--- src/rtl/lcd_pkg.sv ---
// Shared definitions for the character-LCD sequencer: command-word layout,
// HD44780 instruction codes, FSM state encodings and command-word builders.
package lcd_pkg;

  localparam int CMD_W   = 11;
  localparam int CMD_SEL = 10;
  localparam int CMD_RS  = 9;
  localparam int CMD_RW  = 8;

  localparam logic [7:0] FUNC_SET_8B2L = 8'h38;
  localparam logic [7:0] DISP_ON       = 8'h0C;
  localparam logic [7:0] CLR           = 8'h01;
  localparam logic [7:0] ENTRY_INC     = 8'h06;
  localparam logic [7:0] SET_DDRAM     = 8'h80;

  localparam logic [2:0] ST_PWR_WAIT = 3'd0;
  localparam logic [2:0] ST_INIT     = 3'd1;
  localparam logic [2:0] ST_IDLE     = 3'd2;
  localparam logic [2:0] ST_CLEAR    = 3'd3;
  localparam logic [2:0] ST_ADDR     = 3'd4;
  localparam logic [2:0] ST_DATA     = 3'd5;

  localparam logic [2:0] ROM_END = 3'd4;

  function automatic logic [CMD_W-1:0] instr_word(input logic [7:0] instr);
    logic [CMD_W-1:0] w;
    w      = '0;
    w[7:0] = instr;
    return w;
  endfunction

  function automatic logic [CMD_W-1:0] slot_word(input logic [7:0] k);
    logic [CMD_W-1:0] w;
    w          = '0;
    w[CMD_SEL] = 1'b1;
    w[CMD_RS]  = 1'b1;
    w[CMD_RW]  = 1'b0;
    w[7:0]     = k;
    return w;
  endfunction

  function automatic logic [7:0] init_instr(input logic [1:0] idx);
    logic [7:0] v;
    case (idx)
      2'd0:    v = FUNC_SET_8B2L;
      2'd1:    v = DISP_ON;
      2'd2:    v = CLR;
      2'd3:    v = ENTRY_INC;
      default: v = FUNC_SET_8B2L;
    endcase
    return v;
  endfunction

endpackage

--- src/rtl/wait_timer.sv ---
// Saturating down-counter used for every controller timing wait;
// o_done is high while the count sits at zero.
module wait_timer #(
  parameter int unsigned      CNT_W   = 19,
  parameter logic [CNT_W-1:0] RST_VAL = '0
) (
  input  logic             i_clk,
  input  logic             i_rst,
  input  logic             i_load,
  input  logic [CNT_W-1:0] i_val,
  output logic             o_done
);

  localparam logic [CNT_W-1:0] ONE = {{(CNT_W-1){1'b0}}, 1'b1};

  logic [CNT_W-1:0] cnt_q, cnt_d;

  // Next count: a load wins, otherwise count down and hold at zero.
  always_comb begin
    if (i_load) begin
      cnt_d = i_val;
    end else if (cnt_q != '0) begin
      cnt_d = cnt_q - ONE;
    end else begin
      cnt_d = cnt_q;
    end
  end

  // Counter register.
  always_ff @(posedge i_clk) begin
    if (i_rst) begin
      cnt_q <= RST_VAL;
    end else begin
      cnt_q <= cnt_d;
    end
  end

  assign o_done = (cnt_q == '0);

endmodule

--- src/rtl/lcd_sequencer.sv ---
// Character-LCD command sequencer: HD44780 power-on init, then clear and
// screen-refresh command streams with the controller's timing waits.
module lcd_sequencer
  import lcd_pkg::*;
#(
  parameter int unsigned SIZE      = 4,
  parameter logic [6:0]  ADDR_BASE = 7'h00,
  parameter int unsigned T_PWR     = 375000,
  parameter int unsigned T_CMD     = 1000,
  parameter int unsigned T_CLR     = 41000,
  parameter int unsigned CNT_W     = 19
) (
  input  logic             i_clk,
  input  logic             i_rst,
  input  logic             i_update,
  input  logic             i_clear,
  output logic [CMD_W-1:0] o_comm,
  output logic             o_strobe,
  output logic             o_busy,
  output logic             o_init_done
);

  localparam int unsigned       SLOT_W    = $clog2(SIZE + 1);
  localparam logic [CNT_W-1:0]  W_PWR     = CNT_W'(T_PWR);
  localparam logic [CNT_W-1:0]  W_CMD     = CNT_W'(T_CMD);
  localparam logic [CNT_W-1:0]  W_CLR     = CNT_W'(T_CLR);
  localparam logic [SLOT_W-1:0] SLOT_ONE  = SLOT_W'(1);
  localparam logic [SLOT_W-1:0] SLOT_END  = SLOT_W'(SIZE);
  localparam logic [CMD_W-1:0]  ADDR_WORD = instr_word(SET_DDRAM | {1'b0, ADDR_BASE});

  logic [2:0]        state_q, state_d;
  logic [2:0]        rom_idx_q, rom_idx_d;
  logic [SLOT_W-1:0] slot_q, slot_d;
  logic              upd_pend_q, upd_pend_d;
  logic              clr_pend_q, clr_pend_d;
  logic [CMD_W-1:0]  comm_q, comm_d;
  logic              strobe_q, strobe_d;
  logic              busy_q, busy_d;
  logic              init_done_q, init_done_d;

  logic              timer_load_s;
  logic [CNT_W-1:0]  timer_val_s;
  logic              timer_done_s;
  logic              dispatch_s;
  logic              take_clr_s;
  logic              take_upd_s;

  wait_timer #(
    .CNT_W   (CNT_W),
    .RST_VAL (W_PWR)
  ) u_timer (
    .i_clk  (i_clk),
    .i_rst  (i_rst),
    .i_load (timer_load_s),
    .i_val  (timer_val_s),
    .o_done (timer_done_s)
  );

  // Next-state, command issue and request bookkeeping.
  always_comb begin
    state_d      = state_q;
    rom_idx_d    = rom_idx_q;
    slot_d       = slot_q;
    comm_d       = comm_q;
    strobe_d     = 1'b0;
    init_done_d  = init_done_q;
    timer_load_s = 1'b0;
    timer_val_s  = W_CMD;
    dispatch_s   = 1'b0;

    case (state_q)
      // The power-on wait ends by issuing ROM[0], so both states share the ROM walk.
      ST_PWR_WAIT, ST_INIT: begin
        if (timer_done_s && (rom_idx_q == ROM_END)) begin
          state_d     = ST_IDLE;
          init_done_d = 1'b1;
        end else if (timer_done_s) begin
          comm_d       = instr_word(init_instr(rom_idx_q[1:0]));
          strobe_d     = 1'b1;
          timer_load_s = 1'b1;
          timer_val_s  = (init_instr(rom_idx_q[1:0]) == CLR) ? W_CLR : W_CMD;
          rom_idx_d    = rom_idx_q + 3'd1;
          state_d      = ST_INIT;
        end else begin
          state_d = state_q;
        end
      end
      ST_IDLE:  dispatch_s = 1'b1;
      ST_CLEAR: dispatch_s = timer_done_s;
      ST_ADDR: begin
        if (timer_done_s) begin
          comm_d       = slot_word(8'd0);
          strobe_d     = 1'b1;
          timer_load_s = 1'b1;
          slot_d       = SLOT_ONE;
          state_d      = ST_DATA;
        end else begin
          state_d = state_q;
        end
      end
      ST_DATA: begin
        if (timer_done_s && (slot_q == SLOT_END)) begin
          dispatch_s = 1'b1;
        end else if (timer_done_s) begin
          comm_d       = slot_word(8'(slot_q));
          strobe_d     = 1'b1;
          timer_load_s = 1'b1;
          slot_d       = slot_q + SLOT_ONE;
        end else begin
          state_d = state_q;
        end
      end
      default: state_d = ST_PWR_WAIT;
    endcase

    // Finished sequences chain straight into pending work so no wait cycle is lost.
    take_clr_s = dispatch_s & clr_pend_q;
    take_upd_s = dispatch_s & ~clr_pend_q & upd_pend_q;
    if (take_clr_s) begin
      comm_d       = instr_word(CLR);
      strobe_d     = 1'b1;
      timer_load_s = 1'b1;
      timer_val_s  = W_CLR;
      state_d      = ST_CLEAR;
    end else if (take_upd_s) begin
      comm_d       = ADDR_WORD;
      strobe_d     = 1'b1;
      timer_load_s = 1'b1;
      timer_val_s  = W_CMD;
      state_d      = ST_ADDR;
    end else if (dispatch_s) begin
      state_d = ST_IDLE;
    end else begin
      dispatch_s = 1'b0;
    end

    upd_pend_d = (upd_pend_q & ~take_upd_s) | i_update;
    clr_pend_d = (clr_pend_q & ~take_clr_s) | i_clear;
    busy_d     = (state_d != ST_IDLE);
  end

  // State and registered outputs.
  always_ff @(posedge i_clk) begin
    if (i_rst) begin
      state_q     <= ST_PWR_WAIT;
      rom_idx_q   <= 3'd0;
      slot_q      <= '0;
      upd_pend_q  <= 1'b0;
      clr_pend_q  <= 1'b0;
      comm_q      <= '0;
      strobe_q    <= 1'b0;
      busy_q      <= 1'b1;
      init_done_q <= 1'b0;
    end else begin
      state_q     <= state_d;
      rom_idx_q   <= rom_idx_d;
      slot_q      <= slot_d;
      upd_pend_q  <= upd_pend_d;
      clr_pend_q  <= clr_pend_d;
      comm_q      <= comm_d;
      strobe_q    <= strobe_d;
      busy_q      <= busy_d;
      init_done_q <= init_done_d;
    end
  end

  assign o_comm      = comm_q;
  assign o_strobe    = strobe_q;
  assign o_busy      = busy_q;
  assign o_init_done = init_done_q;

endmodule
--- config.mk ---
export PLATFORM = sky130hd
export DESIGN_NAME = lcd_sequencer
export DESIGN_NICKNAME = d
export VERILOG_FILES = /design/src/rtl/lcd_pkg.sv /design/src/rtl/wait_timer.sv /design/src/rtl/lcd_sequencer.sv
export SDC_FILE = /design/constraint.sdc
export NUM_CORES = 1
export LEC_CHECK = 0
export ABC_AREA = 1
export CAP_MARGIN = 20
export CORE_MARGIN = 4
export CORE_UTILIZATION = 45
export CTS_CLUSTER_DIAMETER = 200
export DETAILED_ROUTE_END_ITERATION = 16
export PLACE_DENSITY_LB_ADDON = 0.1
export SYNTH_ARGS = -nofsm -noshare
export SYNTH_HDL_FRONTEND = slang
export SYNTH_HIERARCHICAL = 1
export SYNTH_SLANG_ARGS = --single-unit
--- constraint.sdc ---
create_clock -name i_clk -period 3.95 [get_ports i_clk]
set_clock_uncertainty 0.15 [all_clocks]
set_input_delay 0.79 -clock i_clk [delete_from_list [all_inputs] [get_ports i_clk]]
set_output_delay 0.79 -clock i_clk [all_outputs]
set_load 0.005 [all_outputs]
## Yosys cells after proc, flatten, opt, wreduce, memory -nomap -nowiden

Cells that the tools add are included.

- Add/subtract/negate cells: 3
- Equality and inequality tests: 27
- Muxes and demuxes: 39
- Bitwise operators: 11
- Reductions and logical operators: 21

Operators by type and width:

| cell | number |
|---|---|
| $mux 19 | 4 |
| $mux 16 | 4 |
| $mux 11 | 5 |
| $pmux 11 s3 | 1 |
| $mux 8 | 4 |
| $pmux 8 s4 | 1 |
| $mux 3 | 9 |
| $ne 4x4->1 const B | 5 |
| $logic_not 19->1 | 1 |
| $reduce_bool 19->1 | 1 |
| $sub 19x1->19 const B | 1 |
| $reduce_and 6->1 | 3 |
| $ne 3x3->1 const B | 5 |
| $eq 3x3->1 const B | 4 |
| $ne 2x2->1 const B | 5 |
| $pmux 3 s3 | 1 |
| $eq 8x1->1 const B | 1 |
| $mux 1 | 7 |
| $add 3x1->3 const B | 2 |
| $eq 3x2->1 const B | 2 |
| $pmux 1 s3 | 2 |
| $pmux 3 s2 | 1 |
| $reduce_or 3->1 | 2 |
| $and 1x1->1 | 5 |
| other kinds (17) | 25 |

- Register bits: 44
- Bits of input ports: 4
- Output and inout port bits: 14
- Logic and storage cells: 113

## Logic depth before layout (Yosys ltp)

Gate-level depths: netlist of the first run.

- Depth in word-level cells: 13
- Mapped depth: 20
- Gate-level depth less buffers: 19

## By module

The synthesis of the first run kept the hierarchy.

Modules (own cells, without submodules):

| module | times used | cells each | area an instance (µm²) | sequential area each (µm²) |
|---|---|---|---|---|
| wait_timer | 1 | 190 | 1,252.5 | 380.4 |
| lcd_sequencer | 1 | 143 | 1,104.8 | 420.4 |

## Least setup slack after synthesis of the first run

No wires, ideal clock.

- Path kind: register to register
- Start point: register u_timer.cnt_q[0]
- End point: register u_timer.cnt_q[2]
- Setup time: 128 ps
- Data arrival time: 2,592 ps
- Required time: 3,672 ps
- Slack: 1,081 ps
- Stages on the path, launching flop included: 19
- Buffers on the path: 1
- Period minus slack after synthesis: 2,869 ps
- Cells stage by stage: dfxtp_1 inv_1 ha_1 nand3_2 nor2_4 nand2_1 nor2_1 nand3_1 nor2_1 inv_1 nor2_2 nand2_4 nand3_4 o21ai_2 nand3_2 clkbuf_1 nor2_1 a22oi_1 nor2_1

- Cells in the longest elaborated chain, start to end: 9
- Elaborated cells on any way between the ends: 24
- Those cells by class: add/sub (1); mux (15); bitwise (3); reduce/logical (5)

RTL lines:

| what | RTL line | source |
|---|---|---|
| from (decl) | wait_timer.sv:16 | `logic [CNT_W-1:0] cnt_q, cnt_d;` |
| from (signal assigned) | wait_timer.sv:34 | `cnt_q <= cnt_d;` |
| $logic_not 19->1 (*) | wait_timer.sv:38 | `assign o_done = (cnt_q == '0);` |
| via timer_done_s | lcd_sequencer.sv:43 | `logic timer_done_s;` |
| $logic_and 1x1->1 | lcd_sequencer.sv:102 | `if (timer_done_s && (slot_q == SLOT_END)) begin` |
| $mux 1 | lcd_sequencer.sv:102 |  |
| $pmux 1 s3 | lcd_sequencer.sv:71 | `case (state_q)` |
| $and 1x1->1 (2 in a row) | lcd_sequencer.sv:118 | `take_upd_s = dispatch_s & ~clr_pend_q & upd_pend_q;` |
| $mux 1 | -- |  |
| $mux 1 (*) | -- |  |
| via strobe_d | lcd_sequencer.sv:37 | `logic strobe_q, strobe_d;` |
| $mux 19 / $reduce_bool 2->1 (equally long branches) | -- |  |

The timed path passes the listed nets; every way through them passes the cells marked *. The select of a mux whose other input is x is not followed.
A chain may end at the register's enable or synchronous reset.

## Final worst setup path of the first run

- Start point: register u_timer.cnt_q[0]
- End point: register u_timer.cnt_q[0]

Same word-level chain as after synthesis.

==> results.txt, run 1 <==
The worst slew margin relative to its limit came out at between 60% and 70%. The number of different library cells used by synthesis comes to 36. The wire length on met2 came out at around 2100 um. The congestion estimate from routability-driven global placement came to roughly 0.92. The slew at the pin closest to its max-slew limit came out at about 500 ps. After global routing the overflow that remains totals 0. The wire length on met3 came out at around 190 um. The run finished with clean final reports. In this run the core area contains 26 standard-cell rows. The final hold slack is roughly 320 ps. CTS placed an instance of sky130_fd_sc_hd__clkbuf_8 at the clock tree root.

Summed over its instances, the top area cell type makes up 34.0% of the synthesized netlist area. The worst path in the final design needs a cycle of about 3200 ps, including I/O delays and setup. Of all flip-flops after synthesis, the portion carrying an async set or reset was 0%. The number of hold violations in the final report is 0. The detailed router used layers up to and including met4. The detailed-placement wirelength estimate came out at 3940 um.

STA classifies the critical path endpoint as a flop. The layout has 521 filler cells. After routing the design area is about 2700 um2. In this run, the clock network consumes 37.7% of the power. The starting density of the core is between 40 and 50%. The share of total power in sequential cells is between 40% and 50%.

The die extent in y came out at ~80 um. The flip-flop and latch count after synthesis came out at 40. After layout, the worst setup slack is between 700 and 800 ps. The via density per instance came out at about 4.7. The CTS clock-pin slew for the worst setup and hold paths came out at approximately 90 ps.

The post-synthesis instance total is around 330. The first-pass GRT wire length came out at 9100 um. The internal portion of total power is around 0.00067 W. The later pin in the worst-skew pair is clocked with a latency of ~300 ps. The required time of the worst setup path came out at between 4000 and 5000 ps. After the first detailed-routing iteration, the DRC count stood at around 140. The switching portion of total power came out at 28.7%. Registers take 801 um2. The worst supply voltage drop on vdd is between 0.0002 and 0.00025 V. The library cell used most frequently in the layout, excluding fill and tap cells, is sky130_fd_sc_hd__nand2_1.

Along the worst path, the maximum fanout reaches 12. Setup repair after global routing left no endpoint under its margin. The TritonCTS clock tree is done.

The routed design has between 5000 and 6000 um of wire. The fraction of final layout cells with drive strength greater than 1 is between 10% and 20%. Before CTS, the worst setup slack after placement is around 800 ps.

The proportion of power drawn by combinational gates came out at 14.2%. sky130_fd_sc_hd__dfxtp_1 takes more of the synthesized area than any other cell. The total global routing track utilization is between 10% and 20%. The class of the most critical hold timing path is flop to flop.

The maximum clock insertion buffer count came out at 2. The average cell area after synthesis is around 7.1 um2. The number of detailed-routing iterations run before antenna repair came out at 4.

In this run the remaining antenna-violating nets after routing total 0. The post-CTS repair timing setup buffer count is 0. The highest clock rate is about 320 MHz. In this run, CTS created clock tree buffers numbering 5.

In this run the count of I/O pins placed on the die edge is 18. The mean routed wirelength per cell is ~12 um. The library cells used most frequently in the layout, excluding fill and tap cells, are 80 x sky130_fd_sc_hd__nand2_1, 40 x sky130_fd_sc_hd__dfxtp_1, 38 x sky130_fd_sc_hd__nor2_1, 27 x sky130_fd_sc_hd__inv_1, 25 x sky130_fd_sc_hd__a21oi_1.

Entering global routing, the biggest net connects 25 pins. The analysis attributes to net switching a power of approximately 0.00027 W. The category of the most critical setup path is flop to flop. Compared with the post-synthesis result, the final layout area differs by 15.3%.

After layout, the worst path uses between 80% and 90% of the clock period. The via count of the first global-routing pass came out at around 2000. The H-tree was split into 2 levels. The number of remaining DRC errors came out at 0. The hold buffer count at cts is 0. The floorplan step defined a die boundary enclosing 6460 um2. The number of flops mapped to enable cells by yosys came out at 0.

The diode insertion count for antenna repair came out at 0. During synthesis, Yosys emitted a total of 6 warnings. The number of failing setup endpoints in the final timing report came out at 0. The area of the multi-input gates came out at 1430 um2. The number of nets in the final layout is 371.

The share of the core filled with cells is ~53%. The leakage dissipation is roughly 1.1 nW. The total of buffers placed on input and output ports came out at 15.

In the synthesized netlist the dominant register cell turns out to be sky130_fd_sc_hd__dfxtp_1. The max-cap check violation count came out at 0. Setup total negative slack on the finished layout was measured at 0 ps. The floorplan step set the die width to 80.4 um. By area the synthesized netlist is led by sky130_fd_sc_hd__dfxtp_1 34%, sky130_fd_sc_hd__nand2_1 13%, sky130_fd_sc_hd__nor2_1 6.1%, sky130_fd_sc_hd__a21oi_1 5.3%, sky130_fd_sc_hd__nand3_1 4.5%. The vias after detailed routing is between 2000 and 2500. The met1 routed wirelength after detailed routing came out at 2780 um. For the worst setup path, the data arrival time is roughly 3300 ps.

STA classifies the critical path startpoint as a flop. The proportion of synthesized chip area in sequential cells came out at 34.0%. The number of resized instances in the post-cts repair step is 0. Dividing total power by cell area gives a power density of ~340 nW/um2. The number of pins exceeding their max-slew limit in the final report came to 0. The tree built by TritonCTS fans out to 40 sinks. The number of antenna violations at the first check in global routing came out at 0. The post-synth design cell area is ~2400 um2. The core area is 5110 um2. Once placement finished, the instance area stood at approximately 2600 um2.
==> final timing paths <==
| check | start | end | slack, ps | depth (start not counted) |
|---|---|---|---|---|
| setup reg to reg | u_timer/cnt_q[0]$_SDFFE_PP0P_ | u_timer/cnt_q[0]$_SDFFE_PP0P_ | 780 | 18 |
| setup / recovery | u_timer/cnt_q[0]$_SDFFE_PP0P_ | u_timer/cnt_q[0]$_SDFFE_PP0P_ | 780 | 18 |
| hold / removal | o_comm[7]$_SDFFE_PP0P_ | o_comm[7]$_SDFFE_PP0P_ | 320 | 2 |
| hold reg to reg | o_comm[7]$_SDFFE_PP0P_ | o_comm[7]$_SDFFE_PP0P_ | 320 | 2 |
==> through the flow <==
stage               power, W  instances
finish              0.000936        431
global route        0.000987        431
CTS                 0.000947        431
detailed placement  0.000591        423
global placement    0.000591        423
floorplan           0.000561        346
==> worst max-delay path, stage by stage (launching register included) <==
cell,delay [ps]
sky130_fd_sc_hd__dfxtp_1,330
sky130_fd_sc_hd__inv_1,80
sky130_fd_sc_hd__ha_1,250
sky130_fd_sc_hd__nand3_2,130
sky130_fd_sc_hd__nor2_4,190
sky130_fd_sc_hd__nand2_1,90
sky130_fd_sc_hd__nor2_1,90
sky130_fd_sc_hd__nand3_1,90
sky130_fd_sc_hd__nor2_1,410
sky130_fd_sc_hd__inv_1,130
sky130_fd_sc_hd__nor2_2,170
sky130_fd_sc_hd__nand2_4,70
sky130_fd_sc_hd__nand3_4,90
sky130_fd_sc_hd__o21ai_2,80
sky130_fd_sc_hd__nand3_2,70
sky130_fd_sc_hd__inv_1,210
sky130_fd_sc_hd__nand4_4,230
sky130_fd_sc_hd__nand2_1,70
sky130_fd_sc_hd__a21oi_1,140
==> area by class of cell <==
cell class                 instances  share of cell area, %
sequential                        40                   29.5
inverter                          33                   4.56
tap                               70                   3.22
clock buffer                       5                   2.53
multi-input combinational        263                   52.4
clock inverter                     3                   1.70
timing repair buffer              17                   6.08
==> per-layer routing <==
metal / GRT usage (%) / vias to the layer above
li1: - / 1106
met1: 25.4 / 891
met2: 27.5 / 31
met3: 4.60 / 6
met4: 5.91 / 0
met5: 0 / -
==> logic make-up (layout without fill, tap and decap cells) <==
family                   Yosys count  in the layout  synth area share (%)
adder cells (fa/ha/maj)            7              7                  3.72
buffers and inverters             43             58                  7.64
AND/OR/NAND/NOR                  179            179                  38.6
AO/OA/AOI/OAI                     51             51                  11.6
other                              2             15                 0.319
flip-flops                        40             40                  34.0
XOR/XNOR                          11             11                  4.09
==> flip-flops by register name (all words and copies together), names as in the netlist <==
signal / count
clr_pend_q: 1
o_busy: 1
o_comm: 7
o_init_done: 1
o_strobe: 1
rom_idx_q: 3
slot_q: 3
state_q: 3
u_timer/cnt_q: 19
upd_pend_q: 1
==> cells in the mapped netlist (2+ instances only) <==
library cell / number
sky130_fd_sc_hd__a21oi_1: 25
sky130_fd_sc_hd__and2_1: 3
sky130_fd_sc_hd__buf_1: 2
sky130_fd_sc_hd__buf_4: 5
sky130_fd_sc_hd__clkbuf_1: 3
sky130_fd_sc_hd__conb_1: 2
sky130_fd_sc_hd__dfxtp_1: 40
sky130_fd_sc_hd__ha_1: 7
sky130_fd_sc_hd__inv_1: 27
sky130_fd_sc_hd__inv_2: 6
sky130_fd_sc_hd__nand2_1: 80
sky130_fd_sc_hd__nand2_2: 8
sky130_fd_sc_hd__nand2_4: 2
sky130_fd_sc_hd__nand3_1: 21
sky130_fd_sc_hd__nand3_2: 5
sky130_fd_sc_hd__nand3_4: 3
sky130_fd_sc_hd__nand4_1: 3
sky130_fd_sc_hd__nor2_1: 38
sky130_fd_sc_hd__nor2_2: 7
sky130_fd_sc_hd__nor2_4: 3
sky130_fd_sc_hd__nor3_2: 2
sky130_fd_sc_hd__o21ai_0: 17
sky130_fd_sc_hd__o21ai_1: 2
sky130_fd_sc_hd__xnor2_1: 3
sky130_fd_sc_hd__xor2_1: 8
==> power groups by stage <==
stage	Clock, W	Combinational (W)	Sequential, W
2_1_floorplan	0	0.000108	0.000453
3_3_place_gp	0	0.000132	0.000459
3_5_place_dp	0	0.000132	0.000458
4_1_cts	0.000364	0.000133	0.000449
5_1_grt	0.000378	0.000155	0.000454
6_report	0.000353	0.000133	0.000450
(Power assumes the default switching activity.)
==> inputs of run 2 (changes only) <==
==> constraint.sdc (replaced) <==
create_clock -name i_clk -period 3.1 [get_ports i_clk]
set_clock_uncertainty 0.15 [all_clocks]
set_input_delay 0.62 -clock i_clk [delete_from_list [all_inputs] [get_ports i_clk]]
set_output_delay 0.62 -clock i_clk [all_outputs]
set_load 0.005 [all_outputs]
==> run 2 against run 1 <==
Total power up 20%. Sequential cell count unchanged. Critical path type unchanged. Largest power group unchanged. Sequential share of layout area down 0.45 points. Register-to-register slack worse by 500 ps. Via count up 0.34%. Non-clock buffer count up 6. Largest cell class unchanged. Highest routed layer unchanged. First-iteration DRC count up 5.2%. Fmax up 12%. Core utilization up 0.83 points.
==> results.txt, run 2 (synthesis results as in run 1) <==
The number of detailed-routing iterations run before antenna repair came out at 4 (unchanged). The number of standard-cell rows in the floorplan is 26 (unchanged). The total global routing track utilization came out at 18.4% (was 18.3%). The master of the slowest instance on the critical path is sky130_fd_sc_hd__dfxtp_1 (was sky130_fd_sc_hd__nor2_1). The cell type with the highest occurrence count on the critical path is sky130_fd_sc_hd__nand3_2 (was sky130_fd_sc_hd__inv_1).

The clock insertion delay at the later pin of the skew report came to 300 ps (about the same). The number of flip-flops under the largest register name is 19 (unchanged). The layout-stage area growth over the synthesis result is 17.1% (was 15.3%).

The total of buffers placed on input and output ports was 15 (unchanged). The share of the core filled with cells came out at 54.0% (was 53.2%). The maximum number of pins on one net before global-route repair is 25 (unchanged).

The areal power density over the cells came to 408 nW/um2 (was 344 nW/um2). The class of the most critical hold timing path is flop to flop (unchanged). The number of buffers created by CTS came out at 5 (unchanged). The critical-path maximum fanout came out at 7 (was 12). The number of hold violations in the final report came out at 0 (unchanged). The largest register by flop count was u_timer/cnt_q (unchanged).

The hold-critical path endpoint is o_comm[2]$_SDFFE_PP0P_ (was o_comm[7]$_SDFFE_PP0P_). The largest incremental delay on the critical path came to 320 ps (was 410 ps). The worst supply voltage drop on vdd came out at 0.000267 V (was 0.000212 V).

The number of nets in the final layout came to 377 (was 371). The core area came out at 5110 um2 (unchanged). The number of cells on the worst hold path is 2 (unchanged).

The die extent in y is 80.4 um (unchanged). The overall die area is 6460 um2 (unchanged). The number of remaining DRC errors is 0 (unchanged).

The sort of element at the end of the critical path is a flop (unchanged). The CTS clock-pin slew for the worst setup and hold paths is 80 ps (was 90 ps). The worst endpoint data arrival time came out at 2870 ps (was 3250 ps). The die outline width came out at 80.4 um (unchanged). The clock period minus worst slack is 2820 ps (was 3170 ps).

The endpoint of the worst register-to-register path is u_timer/cnt_q[18]$_SDFFE_PP1P_ (was u_timer/cnt_q[0]$_SDFFE_PP0P_). The routability-driven placement congestion ratio came out at 0.896 (was 0.916). The H-tree depth is 2 (unchanged).

The final hold slack is 312 ps (was 315 ps). The remaining antenna violation count came out at 0 (unchanged). The detailed-placement wirelength estimate came out at 3820 um (was 3940 um). The maximum clock insertion buffer count is 2 (unchanged). The via count of the first global-routing pass came to 1937 (was 1968). The slew at the pin closest to its max-slew limit is 519 ps (was 503 ps). The worst slew margin relative to its limit came to 65.3% (was 66.4%). The worst min-delay path startpoint is o_comm[2]$_SDFFE_PP0P_ (was o_comm[7]$_SDFFE_PP0P_). The category of the most critical setup path was flop to flop (unchanged). The setup TNS after final layout came out at 0 ps (unchanged).

The startpoint type of the worst setup path is a flop (unchanged). The starting density of the core came to 46.2% (unchanged). The via density per instance came out at 4.67 (was 4.72).

The number of pins exceeding their max-slew limit in the final report was 0 (unchanged). The sum of internal, switching and leakage power came to 0.00113 W (was 0.000936 W). The number of top-level design ports is 18 (unchanged).

Outcome: finished clean (unchanged). The required time of the worst setup path is 3150 ps (was 4030 ps). The violation count after the first detailed-routing iteration came out at 142 (was 135). The number of failing setup endpoints in the final timing report was 0 (unchanged).

The cell count of the worst reg-to-reg path is 18 (unchanged). The fraction of final layout cells with drive strength greater than 1 was 15.8% (was 13.9%). The clock sink total is 40 (unchanged). Unrepaired setup endpoints after global routing: true (was false).

The first-pass GRT wire length came out at 9230 um (was 9100 um). The reg-to-reg setup timing slack came to 280 ps (was 780 ps). The root buffer cell is sky130_fd_sc_hd__clkbuf_8 (unchanged). The max-cap check violation count is 0 (unchanged). The number of antenna violations at the first check in global routing is 0 (unchanged).

The highest clock rate came out at 355 MHz (was 315 MHz). Critical-path cell list: inv_1, ha_2, nand3_2, nor2_4, nand2_1, nor2_1, nand3_1, nor2_1, buf_4, nand3_2, nand3_4, o21ai_2, nand3_2, clkinvlp_4, clkbuf_2, buf_4, nand3_1, nand2_1 (was inv_1, ha_1, nand3_2, nor2_4, nand2_1, nor2_1, nand3_1, nor2_1, inv_1, nor2_2, nand2_4, nand3_4, o21ai_2, nand3_2, inv_1, nand4_4, nand2_1, a21oi_1). The most frequent standard cell in the layout excluding fill and tap cells is sky130_fd_sc_hd__nand2_1 (unchanged). The leakage dissipation came out at 1.16 nW (was 1.14 nW).

The vias after detailed routing is 2041 (was 2034). The TritonCTS clock tree is done (unchanged). The detailed-route wire length came out at 5150 um (was 5190 um). Commonest cells after routing, fill and taps aside: 80 x sky130_fd_sc_hd__nand2_1, 40 x sky130_fd_sc_hd__dfxtp_1, 38 x sky130_fd_sc_hd__nor2_1, 26 x sky130_fd_sc_hd__inv_1, 25 x sky130_fd_sc_hd__a21oi_1 (was 80 x sky130_fd_sc_hd__nand2_1, 40 x sky130_fd_sc_hd__dfxtp_1, 38 x sky130_fd_sc_hd__nor2_1, 27 x sky130_fd_sc_hd__inv_1, 25 x sky130_fd_sc_hd__a21oi_1). The post-route fraction of the period consumed by the critical path came out at 91.0% (was 80.2%).

The diode insertion count for antenna repair came out at 0 (unchanged). The mean routed wirelength per cell came out at 11.8 um (was 12.0 um). The startpoint of the worst register-to-register path is u_timer/cnt_q[0]$_SDFFE_PP0P_ (unchanged).

The global-route congestion overflow total came out at 0 (unchanged).
-- run 2: through the flow --
step	cells	worst slack (ps)	area, um2
floorplan	346	231	2410
detailed placement	424	265	2610
finish	437	281	2760
CTS	432	238	2710
global route	437	-16.1	2760
global placement	424	316	2610
-- run 2: worst max-delay path by stage --
stage          slack [ps]                              to                     startpoint
2_1_floorplan         230   u_timer/cnt_q[2]$_SDFFE_PP0P_  u_timer/cnt_q[0]$_SDFFE_PP0P_
3_3_place_gp          320   u_timer/cnt_q[8]$_SDFFE_PP0P_  u_timer/cnt_q[0]$_SDFFE_PP0P_
3_5_place_dp          270   u_timer/cnt_q[1]$_SDFFE_PP0P_  u_timer/cnt_q[0]$_SDFFE_PP0P_
4_1_cts               240   u_timer/cnt_q[1]$_SDFFE_PP0P_  u_timer/cnt_q[0]$_SDFFE_PP0P_
5_1_grt               -20  u_timer/cnt_q[10]$_SDFFE_PP0P_  u_timer/cnt_q[0]$_SDFFE_PP0P_
6_report              280  u_timer/cnt_q[18]$_SDFFE_PP1P_  u_timer/cnt_q[0]$_SDFFE_PP0P_
-- run 2: final cells by class --
cell class,instances,area (um2)
sequential,40,801
fill,557,2350
timing repair buffer,23,211
clock buffer,6,82.6
multi-input combinational,263,1440
tap,70,87.6
inverter,33,128
clock inverter,2,15.0
-- run 2: worst max-delay path: cells and delay by family (launching register included) --
family	cells	cell delay, ps
buffers and inverters	5	760
adders and majority gates	1	230
DFF	1	320
and+or+nand+nor	11	1160
AOI/OAI and AO/OA	1	80
-- run 2: metal layers --
layer	vias to the layer above	wire length (um)	GRT usage, %
met3	4	222	4.82
met5	-	0	0
met2	50	2110	26.7
met1	876	2740	25.8
met4	0	70	7.09
li1	1111	-	-
-- run 2: report_power, final --
| part | switching (W) | internal (W) | leakage [nW] | total [W] |
|---|---|---|---|---|
| clock network | 0.000196 | 0.000180 | 0.0434 | 0.000376 |
| registers | 0.0000290 | 0.000543 | 0.325 | 0.000572 |
| logic | 0.000108 | 0.0000695 | 0.789 | 0.000178 |
| total | 0.000333 | 0.000792 | 1.16 | 0.00113 |
-- run 2: timing repair --
item | 4_1_cts | 5_1_grt
gates resized for setup | 0 | 4
hold buffers | 0 | 0
endpoints found under the setup margin | 0 | 7
buffers inserted | 0 | 5
